## src/rtl/i2c_arbiter.sv

```systemverilog
// rtl/i2c_arbiter.sv - two-requester round-robin arbiter in front of an I2C master
// Optional wait-state abort counter enabled by defining I2C_ARB_TIMEOUT_EN.
module i2c_arbiter #(
    parameter int TIMEOUT_CYCLES = 65535
) (
    input  logic        clk,
    input  logic        reset_i,
    input  logic [1:0]  req_write_i,
    input  logic [1:0]  req_read_i,
    input  logic [15:0] req_slave_addr_i,
    input  logic [15:0] req_command_byte_i,
    input  logic [15:0] req_din_i,
    input  logic [15:0] req_num_bytes_i,
    output logic [1:0]  gnt_o,
    output logic [1:0]  done_o,
    output logic [1:0]  error_o,
    output logic [1:0]  data_out_valid_o,
    output logic [7:0]  data_out_o,
    output logic        i2c_write_o,
    output logic        i2c_read_o,
    output logic [7:0]  i2c_slave_addr_o,
    output logic [7:0]  i2c_command_byte_o,
    output logic [7:0]  i2c_din_o,
    output logic [7:0]  i2c_num_bytes_o,
    input  logic        i2c_busy_i,
    input  logic        i2c_rxak_i,
    input  logic        i2c_arb_lost_i,
    input  logic        i2c_data_out_valid_i,
    input  logic [7:0]  i2c_data_out_i
);

    typedef enum logic [2:0] {IDLE, ISSUE, WAIT_START, WAIT_END, DONE} state_t;

    state_t      state_q, state_d;
    logic        last_q, last_d;
    logic        err_q, err_d;
    logic        is_write_q, is_write_d;
    logic [1:0]  gnt_q, gnt_d;
    logic [7:0]  addr_q, addr_d;
    logic [7:0]  cmd_q, cmd_d;
    logic [7:0]  din_q, din_d;
    logic [7:0]  num_q, num_d;
    logic [1:0]  req;
    logic        win;

`ifdef I2C_ARB_TIMEOUT_EN
    logic [15:0] cnt_q, cnt_d;
    logic        expired;
    assign expired = (cnt_q == 16'(TIMEOUT_CYCLES - 1));
`else
    logic        unused_timeout;
    assign unused_timeout = |TIMEOUT_CYCLES;
`endif

    assign req = req_write_i | req_read_i;
    // On contention the requester that was not served last wins.
    assign win = (req == 2'b11) ? ~last_q : req[1];

    always_comb begin
        state_d    = state_q;
        last_d     = last_q;
        err_d      = err_q;
        is_write_d = is_write_q;
        gnt_d      = gnt_q;
        addr_d     = addr_q;
        cmd_d      = cmd_q;
        din_d      = din_q;
        num_d      = num_q;
`ifdef I2C_ARB_TIMEOUT_EN
        cnt_d      = cnt_q;
`endif
        if ((state_q == ISSUE || state_q == WAIT_START || state_q == WAIT_END) &&
            (i2c_rxak_i || i2c_arb_lost_i)) begin
            err_d = 1'b1;
        end
        case (state_q)
            IDLE: begin
                if (|req && !i2c_busy_i) begin
                    gnt_d      = win ? 2'b10 : 2'b01;
                    is_write_d = req_write_i[win];
                    addr_d     = req_slave_addr_i[{win, 3'b000} +: 8];
                    cmd_d      = req_command_byte_i[{win, 3'b000} +: 8];
                    din_d      = req_din_i[{win, 3'b000} +: 8];
                    num_d      = req_num_bytes_i[{win, 3'b000} +: 8];
                    err_d      = 1'b0;
                    state_d    = ISSUE;
                end
            end
            ISSUE: begin
                state_d = WAIT_START;
`ifdef I2C_ARB_TIMEOUT_EN
                cnt_d   = '0;
`endif
            end
            WAIT_START: begin
                if (i2c_busy_i) begin
                    state_d = WAIT_END;
`ifdef I2C_ARB_TIMEOUT_EN
                    cnt_d   = '0;
                end else if (expired) begin
                    state_d = DONE;
                    err_d   = 1'b1;
                end else begin
                    cnt_d   = cnt_q + 16'd1;
`endif
                end
            end
            WAIT_END: begin
                if (!i2c_busy_i) begin
                    state_d = DONE;
`ifdef I2C_ARB_TIMEOUT_EN
                end else if (expired) begin
                    state_d = DONE;
                    err_d   = 1'b1;
                end else begin
                    cnt_d   = cnt_q + 16'd1;
`endif
                end
            end
            DONE: begin
                last_d  = gnt_q[1];
                gnt_d   = 2'b00;
                err_d   = 1'b0;
                state_d = IDLE;
            end
            default: state_d = IDLE;
        endcase
    end

    always_ff @(posedge clk or negedge reset_i) begin
        if (!reset_i) begin
            state_q    <= IDLE;
            last_q     <= 1'b1;
            err_q      <= 1'b0;
            is_write_q <= 1'b0;
            gnt_q      <= 2'b00;
            addr_q     <= '0;
            cmd_q      <= '0;
            din_q      <= '0;
            num_q      <= '0;
`ifdef I2C_ARB_TIMEOUT_EN
            cnt_q      <= '0;
`endif
        end else begin
            state_q    <= state_d;
            last_q     <= last_d;
            err_q      <= err_d;
            is_write_q <= is_write_d;
            gnt_q      <= gnt_d;
            addr_q     <= addr_d;
            cmd_q      <= cmd_d;
            din_q      <= din_d;
            num_q      <= num_d;
`ifdef I2C_ARB_TIMEOUT_EN
            cnt_q      <= cnt_d;
`endif
        end
    end

    assign gnt_o              = gnt_q;
    assign done_o             = (state_q == DONE) ? gnt_q : 2'b00;
    assign error_o            = (state_q == DONE && err_q) ? gnt_q : 2'b00;
    assign data_out_valid_o   = i2c_data_out_valid_i ? gnt_q : 2'b00;
    assign data_out_o         = i2c_data_out_i;
    assign i2c_write_o        = (state_q == ISSUE) && is_write_q;
    assign i2c_read_o         = (state_q == ISSUE) && !is_write_q;
    assign i2c_slave_addr_o   = addr_q;
    assign i2c_command_byte_o = cmd_q;
    assign i2c_din_o          = din_q;
    assign i2c_num_bytes_o    = num_q;

endmodule

```

## config.mk

```make
export PLATFORM = sky130hd
export DESIGN_NAME = i2c_arbiter
export DESIGN_NICKNAME = d
export VERILOG_FILES = /design/src/rtl/i2c_arbiter.sv
export SDC_FILE = /design/constraint.sdc
export NUM_CORES = 1
export LEC_CHECK = 0
export CORE_AREA = 2 2 89 91
export CTS_CLUSTER_DIAMETER = 50
export DETAILED_ROUTE_END_ITERATION = 12
export DIE_AREA = 0 0 91 93
export PLACE_DENSITY = 0.79
export SLEW_MARGIN = 40
export SYNTH_ARGS = -nofsm -noshare
export SYNTH_HDL_FRONTEND = slang
export SYNTH_SLANG_ARGS = --single-unit
```

## constraint.sdc

```tcl
create_clock -name clk -period 1.55 [get_ports clk]
set_input_delay 0.2325 -clock clk [delete_from_list [all_inputs] [get_ports clk]]
set_output_delay 0.2325 -clock clk [all_outputs]
set_load 0.005 [all_outputs]
```

==> results.json <==
{
  "ant_nets": 0,
  "dr.pass1.iters": 4,
  "timing.final.crit_period_ns": 1.689,
  "cts_sinks": 40,
  "gp_congestion": 0.8141,
  "status": "finished with violations",
  "ys_warn_count": 0,
  "routed_via_density": 5.429,
  "swShare_pct": 34.78,
  "fmax_mhz": 592.0,
  "rsz0062_at_grt": "yes",
  "crit_arrival_ns": 1.90,
  "core_um2": 7527,
  "rows": 32,
  "clockRootBuffer": "clkbuf_8",
  "critPathTopFamily": "simple AND/OR/NAND/NOR gates",
  "grt_util_all_layers_pct": 19.98,
  "max_cap_violations": 0,
  "h-tree-depth": 2,
  "synth_area_um2": 2211,
  "setup_viol": 38,
  "num_antenna_cells": 0,
  "grt_pass1_wl_mm": 13.46,
  "path_buf_inv": 3,
  "drc": 0,
  "place_ws_ns": -0.3652,
  "yosys-top-cells-area": "dfrtp_1 (44%), a31oi_1 (18%), o21ai_0 (7.9%)",
  "fillers": 711,
  "violations": "setup timing",
  "numCtsBuffers": 5,
  "drive_gt1_share_pct": 22.19,
  "p_sw_mw": 2.293,
  "worst_slack_ns": -0.1391,
  "powerDensity_nw_per_um2": 1629,
  "io-pin-count": 132,
  "cp_cell_sequence": "clkdlybuf4s50_1 -> or4_4 -> and3_4 -> buf_4 -> buf_12 -> a31oi_1",
  "post_drt_wl_per_cell_um": 17.28,
  "synth-seq-cells": 40,
  "setup.worst_path.start_class": "input pin",
  "yosysTopAreaCellShare_pct": 44.14,
  "leakage_nw": 1.596,
  "die_area_um2": 8463,
  "cts_tree": "done",
  "syn-num-nets": 331,
  "tns_ns": -4.049,
  "path_max_fanout": 6,
  "hold_path.class": "in -> async",
  "clockBufferDepth": 2,
  "grt_max_degree": 23,
  "crit_path_end_kind": "register",
  "via_count": 2633,
  "clockPowerShare_pct": 13.0,
  "finClkSkew_ns": 0.008267,
  "antenna_found_initial": 0,
  "hpwl_mm": 5.749,
  "synth_top_cell_by_area": "dfrtp_1",
  "worst_pin_slew_ns": 0.3432,
  "overflow": 0,
  "syn-mean-instance-area_um2": 8.879,
  "area_growth_pct": 83.08,
  "seq_power_share_pct": 29.3,
  "routed_wl_mm": 8.382,
  "ys_types": 35,
  "clock_latency_ns": 0.29,
  "p_comb_share_pct": 57.6,
  "cts.clk_slew.worst_paths_ns": 0.09,
  "start_util_pct": 29.37,
  "ir_drop_uv": 686.6,
  "die_y_um": 93,
  "finalMaxSlewViolations": 0,
  "worstSetupPathType": "in -> reg",
  "die_x_um": 91,
  "final-hold-violation-count": 0,
  "slowest_stage": "or4_4",
  "drt_iter0_drc": 117,
  "portBuffers": 115,
  "syn_inst": 249,
  "nNetsFinal": 464,
  "p_int_mw": 4.299,
  "grt_pass1_vias": 2681,
  "maxSlewHeadroom_pct": 76.88,
  "period_share_pct": 109.0,
  "max_stage_delay_ns": 0.57,
  "required_ns": 1.77,
  "yosysSeqAreaShare_pct": 45.33
}
layout by cell type (no fill, tap or decap), types with 2 or more instances in the layout:
cell type | Yosys | layout
a31oi_1 | 64 | 59
a31oi_2 | 0 | 3
a31oi_4 | 0 | 2
and2_1 | 5 | 3
and2_4 | 0 | 2
and3_4 | 1 | 3
buf_12 | 0 | 7
buf_16 | 0 | 2
buf_2 | 1 | 4
buf_4 | 8 | 31
buf_6 | 4 | 10
clkbuf_8 | 0 | 5
clkdlybuf4s50_1 | 0 | 105
dfrtp_1 | 39 | 37
dfrtp_2 | 0 | 2
dlygate4sd2_1 | 0 | 3
inv_1 | 4 | 4
nand2_1 | 2 | 2
nand3_1 | 33 | 33
o21ai_0 | 35 | 35
o311ai_1 | 2 | 2
cell usage after synthesis (all sizes together):
cell,number
nor4bb,2
nor2,2
dfstp,1
nand4,1
or2,1
dfrtp,39
and2,5
nor4b,1
nand2,2
o32a,1
nand2b,1
o2111ai,1
o22ai,1
inv,4
o221ai,1
o21ai,36
a21oi,1
mux2,1
a21boi,1
buf,15
a21o,1
o21a,1
nand3,33
clkbuf,24
or4,1
and3,4
o311ai,2
nor3,2
a31oi,64
repair_timing:
action | 4_1_cts | 5_1_grt
endpoints found under the hold margin | 9 | 0
resized for setup | 55 | 11
pin swaps | 4 | 5
gates cloned | 2 | 1
hold buffers | 1 | 0
buffers inserted | 11 | 4
endpoints found under the setup margin | 30 | 40
cell families (layout without fill, tap and decap cells):
logic type / after synthesis / after routing / synth area share [%]
AOI/OAI and AO/OA: 110 / 110 / 29.82
buffers and inverters: 43 / 177 / 10.07
DFF: 40 / 40 / 45.33
muxes: 1 / 1 / 0.6789
and+or+nand+nor: 55 / 55 / 14.09
registers in the layout, summed over array words and instances, names as in the netlist:
signal and count:
last_q 1, state_q 3, i2c_din_o 8, is_write_q 1, i2c_command_byte_o 8, gnt_o 2, err_q 1, i2c_slave_addr_o 8
i2c_num_bytes_o 8
through the flow:
stage	instances	power, mW	utilization (%)	cell area, um^2	hold slack (ns)
after detailed placement	459	4.992	47.44	3571	0.1348
after global placement	459	4.871	47.44	3571	0.1177
after global routing	485	7.007	53.77	4048	0.3940
after CTS	480	6.419	52.31	3938	0.3647
final	485	6.592	53.77	4048	0.3780
after floorplan	249	3.236	-	2227	-0.06309
power groups by stage:
stage                     logic (mW)  clock network, mW  registers (mW)
after floorplan                 1.34                  0            1.90
after CTS                       3.62              0.878            1.92
after detailed placement        3.07                  0            1.92
after global placement          2.98                  0            1.89
final                           3.80              0.860            1.93
after global routing            4.08              0.928            2.00
layer usage:
metal / share of wire (%) / vias to the layer above / global-route usage (%) / routed length [um]
met5: 0 / - / 0 / 0
li1: - / 1212 / - / -
met4: 1.6 / 0 / 6.566 / 134
met2: 49 / 155 / 35.62 / 4129
met1: 40 / 1252 / 22.77 / 3365
met3: 9.0 / 14 / 6.205 / 752
final cells by class:
class / count / area [um^2] / share of cell area, %
clock inverter: 2 / 35.03 / 0.8655
clock buffer: 6 / 72.57 / 1.793
timing repair buffer: 165 / 1683 / 41.58
inverter: 4 / 15.01 / 0.3709
sequential: 40 / 1005 / 24.82
multi-input combinational: 166 / 1110 / 27.42
tap: 102 / 127.6 / 3.153
worst register-to-register path, stage by stage, from the launching register on:
cell	delay, ns
dfrtp_2	0.44
buf_6	0.14
buf_6	0.12
buf_6	0.11
nor3_4	0.15
and3_4	0.28
buf_4	0.14
buf_12	0.11
a31oi_1	0.08
path summary, 6_finish.rpt:
check | slack, ns | cells past startpoint | end | startpoint
worst min-delay path | 0.38 | 2 | i2c_slave_addr_o[3] | reset_i
min in group clk | 0.47 | 0 | data_out_o[1] | i2c_data_out_i[1]
worst max-delay path | -0.14 | 6 | i2c_command_byte_o[6] | req_write_i[1]
max in group asynchronous | 0.63 | 3 | state_q[2] | reset_i
worst max register to register | -0.12 | 8 | i2c_din_o[1] | state_q[1]
worst min register to register | 0.55 | 2 | i2c_slave_addr_o[1] | i2c_slave_addr_o[1]
Power figures use the tool's default switching activity.
